===== src/rtl/mw_display_monitor.sv =====
// Microwave front-panel output monitor: decodes the three seven-segment digits back to BCD.
// It debounces them, follows the cook cycle driven by mag_on and flags countdown protocol errors.
module mw_display_monitor #(
  parameter int unsigned TICKS_PER_SEC = 100,
  parameter int unsigned STABLE_CYCLES = 2
) (
  input  logic       clk,
  input  logic       resetn,
  input  logic [6:0] sec_ones_seg,
  input  logic [6:0] sec_tens_seg,
  input  logic [6:0] min_segs,
  input  logic       mag_on,
  output logic [3:0] min_bcd,
  output logic [3:0] sec_tens_bcd,
  output logic [3:0] sec_ones_bcd,
  output logic       disp_valid,
  output logic [9:0] total_secs,
  output logic       step_pulse,
  output logic       cook_done,
  output logic       cook_abort,
  output logic [9:0] mag_secs,
  output logic       err_glyph,
  output logic       err_step,
  output logic       err_stall
);

  localparam int unsigned StallLimit = 2 * TICKS_PER_SEC;
  localparam int unsigned TW = (TICKS_PER_SEC > 1) ? $clog2(TICKS_PER_SEC) : 1;
  localparam int unsigned SW = $clog2(StallLimit + 1);

  typedef enum logic [0:0] {StIdle, StCook} state_e;

  // Returns {valid, digit}.
  function automatic logic [4:0] seg_dec(input logic [6:0] seg);
    case (seg)
      7'b1111110: seg_dec = {1'b1, 4'd0};
      7'b0110000: seg_dec = {1'b1, 4'd1};
      7'b1101101: seg_dec = {1'b1, 4'd2};
      7'b1111001: seg_dec = {1'b1, 4'd3};
      7'b0110011: seg_dec = {1'b1, 4'd4};
      7'b1011011: seg_dec = {1'b1, 4'd5};
      7'b1011111: seg_dec = {1'b1, 4'd6};
      7'b1110000: seg_dec = {1'b1, 4'd7};
      7'b1111111: seg_dec = {1'b1, 4'd8};
      7'b1111011: seg_dec = {1'b1, 4'd9};
      default:    seg_dec = 5'd0;
    endcase
  endfunction

  logic [20:0]   raw, samp_q;
  logic [3:0]    cnt_q, cnt_d;
  logic          changed, accept;
  logic [4:0]    dm, dt, dn;
  logic          min_ok, tens_ok, ones_ok, acc_valid;
  logic [3:0]    min_v;
  logic [9:0]    new_total;
  logic [3:0]    min_q, tens_q, ones_q;
  logic [9:0]    total_q;
  logic          valid_q, err_glyph_q;

  assign raw = {min_segs, sec_tens_seg, sec_ones_seg};

  always_comb begin
    changed = (raw != samp_q);
    cnt_d   = cnt_q;
    if (changed) begin
      cnt_d = 4'd1;
    end else if (cnt_q < 4'(STABLE_CYCLES)) begin
      cnt_d = cnt_q + 4'd1;
    end
    // Fire only on the edge the count first reaches the threshold for this triple.
    accept = (cnt_d == 4'(STABLE_CYCLES)) && (changed || (cnt_q != 4'(STABLE_CYCLES)));
  end

  always_comb begin
    dm        = seg_dec(min_segs);
    dt        = seg_dec(sec_tens_seg);
    dn        = seg_dec(sec_ones_seg);
    min_ok    = dm[4] || (min_segs == 7'd0);
    min_v     = dm[4] ? dm[3:0] : 4'd0;
    tens_ok   = dt[4] && (dt[3:0] <= 4'd5);
    ones_ok   = dn[4];
    acc_valid = accept && min_ok && tens_ok && ones_ok;
    new_total = ({6'd0, min_v} * 10'd60) + ({6'd0, dt[3:0]} * 10'd10) + {6'd0, dn[3:0]};
  end

  always_ff @(posedge clk or negedge resetn) begin
    if (!resetn) begin
      samp_q      <= '0;
      cnt_q       <= '0;
      min_q       <= '0;
      tens_q      <= '0;
      ones_q      <= '0;
      total_q     <= '0;
      valid_q     <= 1'b0;
      err_glyph_q <= 1'b0;
    end else begin
      samp_q <= raw;
      cnt_q  <= cnt_d;
      if (acc_valid) begin
        min_q   <= min_v;
        tens_q  <= dt[3:0];
        ones_q  <= dn[3:0];
        total_q <= new_total;
        valid_q <= 1'b1;
      end else if (accept) begin
        valid_q     <= 1'b0;
        err_glyph_q <= 1'b1;
      end
    end
  end

  state_e        state_q, state_d;
  logic          mag_q;
  logic [9:0]    prev_q, prev_d, mag_secs_q, mag_secs_d;
  logic [TW-1:0] tick_q, tick_d;
  logic [SW-1:0] stall_q, stall_d;
  logic          step_q, step_d, done_q, done_d, abort_q, abort_d;
  logic          err_step_q, err_step_d, err_stall_q, err_stall_d;

  always_comb begin
    state_d     = state_q;
    prev_d      = prev_q;
    mag_secs_d  = mag_secs_q;
    tick_d      = tick_q;
    stall_d     = stall_q;
    step_d      = 1'b0;
    done_d      = 1'b0;
    abort_d     = 1'b0;
    err_step_d  = err_step_q;
    err_stall_d = err_stall_q;
    unique case (state_q)
      StIdle: begin
        if (mag_q) begin
          state_d    = StCook;
          mag_secs_d = '0;
          tick_d     = '0;
          stall_d    = '0;
          prev_d     = total_q;
        end
      end
      StCook: begin
        if (acc_valid && (new_total == prev_q - 10'd1)) begin
          step_d  = 1'b1;
          prev_d  = new_total;
          stall_d = '0;
        end else begin
          if (acc_valid && (new_total != prev_q)) begin
            err_step_d = 1'b1;
            prev_d     = new_total;
          end
          if (stall_q != SW'(StallLimit)) stall_d = stall_q + 1'b1;
          if (stall_d == SW'(StallLimit)) err_stall_d = 1'b1;
        end
        if (mag_q) begin
          if (tick_q == TW'(TICKS_PER_SEC - 1)) begin
            tick_d = '0;
            if (mag_secs_q != 10'h3FF) mag_secs_d = mag_secs_q + 10'd1;
          end else begin
            tick_d = tick_q + 1'b1;
          end
        end else begin
          // Decision uses prev after any same-cycle step check.
          state_d = StIdle;
          done_d  = (prev_d == 10'd0);
          abort_d = (prev_d != 10'd0);
        end
      end
      default: state_d = StIdle;
    endcase
  end

  always_ff @(posedge clk or negedge resetn) begin
    if (!resetn) begin
      state_q     <= StIdle;
      mag_q       <= 1'b0;
      prev_q      <= '0;
      mag_secs_q  <= '0;
      tick_q      <= '0;
      stall_q     <= '0;
      step_q      <= 1'b0;
      done_q      <= 1'b0;
      abort_q     <= 1'b0;
      err_step_q  <= 1'b0;
      err_stall_q <= 1'b0;
    end else begin
      state_q     <= state_d;
      mag_q       <= mag_on;
      prev_q      <= prev_d;
      mag_secs_q  <= mag_secs_d;
      tick_q      <= tick_d;
      stall_q     <= stall_d;
      step_q      <= step_d;
      done_q      <= done_d;
      abort_q     <= abort_d;
      err_step_q  <= err_step_d;
      err_stall_q <= err_stall_d;
    end
  end

  assign min_bcd      = min_q;
  assign sec_tens_bcd = tens_q;
  assign sec_ones_bcd = ones_q;
  assign disp_valid   = valid_q;
  assign total_secs   = total_q;
  assign step_pulse   = step_q;
  assign cook_done    = done_q;
  assign cook_abort   = abort_q;
  assign mag_secs     = mag_secs_q;
  assign err_glyph    = err_glyph_q;
  assign err_step     = err_step_q;
  assign err_stall    = err_stall_q;

endmodule


===== config.mk =====
export PLATFORM = sky130hd
export DESIGN_NAME = mw_display_monitor
export DESIGN_NICKNAME = d
export VERILOG_FILES = /design/src/rtl/mw_display_monitor.sv
export SDC_FILE = /design/constraint.sdc
export NUM_CORES = 1
export LEC_CHECK = 0
export ABC_CLOCK_PERIOD_IN_PS = 5100
export BUFFER_PORTS_ARGS = -buffer_cell sky130_fd_sc_hd__buf_2
export CAP_MARGIN = 20
export CORE_MARGIN = 4
export CORE_UTILIZATION = 50
export DETAILED_ROUTE_END_ITERATION = 10
export HOLD_SLACK_MARGIN = 0.05
export PLACE_DENSITY_LB_ADDON = 0.15
export SYNTH_ARGS = -nofsm -noshare
export SYNTH_HDL_FRONTEND = slang
export SYNTH_SLANG_ARGS = --single-unit

===== constraint.sdc =====
create_clock -name clk -period 5.1 [get_ports clk]
set_input_delay 0.51 -clock clk [delete_from_list [all_inputs] [get_ports clk]]
set_output_delay 0.51 -clock clk [all_outputs]
set_load 0.1 [all_outputs]

==> metrics.md <==
| Metric | Value |
|---|---|
| Sequential share of power | `0.436` |
| Most common cell in the netlist | `dfrtp_1` |
| DR vias/cell | `5.49` |
| Max-Cap Viols | `0` |
| Setup slack, reg-to-reg | `1.85 ns` |
| Yosys Warn Count | `0` |
| Int Pwr | `1270 uW` |
| Drt total wl | `14200 um` |
| Gpl congestion | `0.823` |
| Vias in the first global route | `5046` |
| Yosys top cell area share | `0.375` |
| Synth Area per Inst | `9.33 um^2` |
| Post-Syn Area | `6010 um^2` |
| Share of the yosys chip area belonging to registers | `0.375` |
| Fin crit period | `5.28 ns` |
| Most used DFF post-synth | `dfrtp_1` |
| Placement row count | `39` |
| GRT Total Usage | `0.207` |
| Worst hold path type | `in -> async` |
| Root Driver | `clkbuf_16` |
| Die area | `13800 um^2` |
| Post-Syn Instances | `644` |
| VDD IR max | `0.164 mV` |
| Antenna Cells | `0` |
| Sw frac | `0.303` |
| CTS tree | `built` |
| Sequential cell area | `2250 um^2` |
| Combinational share of power | `0.210` |
| Hold-fix buffers, CTS | `0` |
| Crit. End Element | `flip-flop` |
| Setup TNS | `-2.03 ns` |
| Headroom to the max-slew limit | `0.432` |
| Commonest cells in the netlist | `90 x dfrtp_1, 71 x nand2_1, 40 x inv_1, 39 x nor2_1` |
| PD cells | `235 nW/um^2` |
| Leakage | `0.00375 uW` |
| Distinct cells, synth | `72` |
| Critical Path, Cell by Cell | `buf_8 > or4b_4 > a21oi_4 > o21ai_4 > inv_2 > fa_1 > fa_1 > inv_2 > fa_2 > inv_2 > ha_4 > ha_4 > or2_4 > o21ai_4 > xor2_4 > mux2_4 > a221o_1 > o21a_1 > a31o_4 > or3_1 > o21ai_1` |
| Die Width | `118 um` |
| Pwr Total | `1820 uW` |
| Final Max Tran Viols | `0` |
| Crit path max fanout | `8` |
| Initial detailed-routing violation count | `322` |
| Crit. path cell count | `21` |
| Clk network pwr share | `0.355` |
| H-tree lvl count | `3` |
| Highest clock rate | `0.190 GHz` |
| Buf/Inv on CP | `4` |
| 1st-pass router iterations | `4` |
| Port Buffers | `62` |
| # fillers | `914` |
| Largest area contributor in the netlist | `dfrtp_1` |
| CP peak stage delay | `0.54 ns` |
| Failing checks | `setup timing` |
| Antenna violations before repair | `0` |
| Synth area leaders | `dfrtp_1 37%, ha_1 7.1%, xnor2_1 5.0%` |
| Least-Margin Pin Slew | `0.844 ns` |
| Layout cells sized above 1 | `0.298` |
| Area Growth Syn to Fin | `29.0%` |
| Max clock buf depth | `2` |
| CTS sink cnt | `90` |
| Worst r2r dst | `prev_q[5]$_DFFE_PN0P_` |
| Clk_skew | `0.00896 ns` |
| HPWL after detailed placement | `10300 um` |
| Net Switching | `551 uW` |
| Flops & latches, synth | `90` |
| Die H | `118 um` |
| Setup crit end | `stall_q[6]$_DFFE_PN0P_` |
| Setup WS post-layout | `-0.177 ns` |
| Top-level I/O count | `63` |
| Worst setup path start | `min_segs[6]` |
| DR vias | `5132` |
| Antenna viol nets, final | `0` |
| Reg2Reg Depth | `10` |
| Worst EP arrival | `5.55 ns` |
| Most frequent cell on the critical path | `inv_2` |
| Tcrit/Tclk final | `1.03` |
| Worst R2R Start | `cnt_q[0]$_DFF_PN0_` |
| TritonCTS Buffers | `9` |
| Clk_lat worst skew | `0.35 ns` |
| Family with the most delay on the worst path | `adder cells` |
| Area occupied by multi-input gates | `3760 um^2` |
| First-pass GRT wire length | `24000 um` |
| Asr flop ratio synth | `1.00` |
| Synthesized net count | `711` |
| Largest net degree at the start of global routing | `57` |
| WL per Instance | `15.2 um` |
| RSZ-0062 raised after global routing | `yes` |
| Critical path's slowest cell | `or4b_4` |
| Global route overflow | `0` |
| Final Hold Vio Count | `0` |
| Number of synthesized flops with an enable pin | `0` |
| Core Footprint | `11600 um^2` |
| Startpoint types | `primary input` |
| Outcome | `complete, but fails checks` |
| Initial Utilization | `0.517` |
| Reg clk slew, reported paths | `0.07 ns` |
| Final setup viols | `20` |
| Crit path kind | `in -> reg` |
| Nets | `854` |
| CP required | `5.38 ns` |
| DRC viols | `0` |
[layout make-up]
type	count	area share
timing repair buffer	161	0.145
inverter	40	0.0194
clock inverter	6	0.00646
multi-input combinational	485	0.485
clock buffer	10	0.0308
tap	143	0.0231
sequential	90	0.291
[placed cells by master, fill, tap and decap left out, types with 5 or more instances in the layout]
| cell type | instances |
|---|---|
| nor4_1 | 5 |
| ha_1 | 29 |
| a21oi_1 | 22 |
| buf_2 | 59 |
| a211oi_1 | 11 |
| clkbuf_16 | 9 |
| o21ai_0 | 30 |
| xnor2_1 | 33 |
| mux2i_1 | 8 |
| inv_1 | 36 |
| a21oi_2 | 5 |
| fa_1 | 8 |
| nor3_1 | 9 |
| dfrtp_1 | 90 |
| nand3_1 | 26 |
| nand2b_1 | 9 |
| nand3b_1 | 8 |
| a21o_1 | 7 |
| nor2_1 | 38 |
| nor2b_1 | 12 |
| a31oi_1 | 9 |
| nand2_1 | 70 |
| xor2_1 | 28 |
| buf_6 | 12 |
| buf_4 | 88 |
| nand4_1 | 9 |
| or3_1 | 7 |
[flip-flops by register name (all words and copies together) (netlist names)]
register and cells:
disp_valid 1, total_secs 9, mag_secs 10, err_glyph 1, err_step 1, cook_abort 1, sec_ones_bcd 4, samp_q 21
prev_q 10, step_pulse 1, min_bcd 4, state_q 1, cook_done 1, cnt_q 4, err_stall 1, mag_q 1
sec_tens_bcd 4, stall_q 8, tick_q 7
[worst reg2reg max path, cell delays in order, from the launching register on]
cell       delay [ns]
dfrtp_1          0.38
inv_1            0.08
ha_1             0.31
or4_1            0.55
a2111oi_2        0.50
nand4b_1         0.39
a41oi_2          0.37
buf_6            0.17
buf_6            0.12
mux2i_1          0.19
a21oi_1          0.08
[power groups by stage]
| stage | clock network (uW) | logic [uW] | registers [uW] |
|---|---|---|---|
| global route | 691 | 419 | 798 |
| floorplan | 0 | 215 | 821 |
| CTS | 659 | 363 | 791 |
| global placement | 0 | 339 | 802 |
| detailed placement | 0 | 347 | 804 |
| finish | 645 | 381 | 793 |
[routing by layer]
layer / up-vias / wire (um) / global-route usage
li1: 2542 / - / -
met1: 2491 / 6310 / 0.273
met2: 80 / 7250 / 0.346
met3: 19 / 446 / 0.0404
met4: 0 / 204 / 0.0593
met5: - / 0 / 0
[how the worst min path moves through the flow]
stage	from	to	slack, ns	cells past startpoint
2_1_floorplan	resetn	cnt_q[0]$_DFF_PN0_	0.21	0
3_3_place_gp	err_step$_DFFE_PN0P_	err_step$_DFFE_PN0P_	0.44	1
3_5_place_dp	err_step$_DFFE_PN0P_	err_step$_DFFE_PN0P_	0.46	1
4_1_cts	resetn	stall_q[0]$_DFFE_PN0P_	0.12	1
5_1_grt	resetn	stall_q[0]$_DFFE_PN0P_	0.14	1
6_report	resetn	stall_q[2]$_DFFE_PN0P_	0.10	1
[through the flow]
step           utilization  hold slack, ns  instances  instance area [um^2]  worst slack [ns]
2_1_floorplan            -           0.214        644                  6110            -0.697
3_3_place_gp         0.602           0.437        891                  6990            -0.662
3_5_place_dp         0.602           0.456        891                  6990            -0.780
4_1_cts              0.651           0.119        926                  7560            -0.164
5_1_grt              0.668           0.140        935                  7750            -0.349
6_report             0.668           0.104        935                  7750            -0.177
[cell families after synthesis]
kind of cell    synth area share
flops                      0.375
mux                       0.0171
compound gates             0.135
xor+xnor                   0.109
simple gates               0.216
buf+inv                   0.0468
fa+ha+maj                  0.101
[what timing repair did]
action,CTS,global route
pin swaps,26,16
resized for setup,25,33
setup endpoints to repair,20,21
buffers inserted,19,9
(Power assumes the default switching activity.)
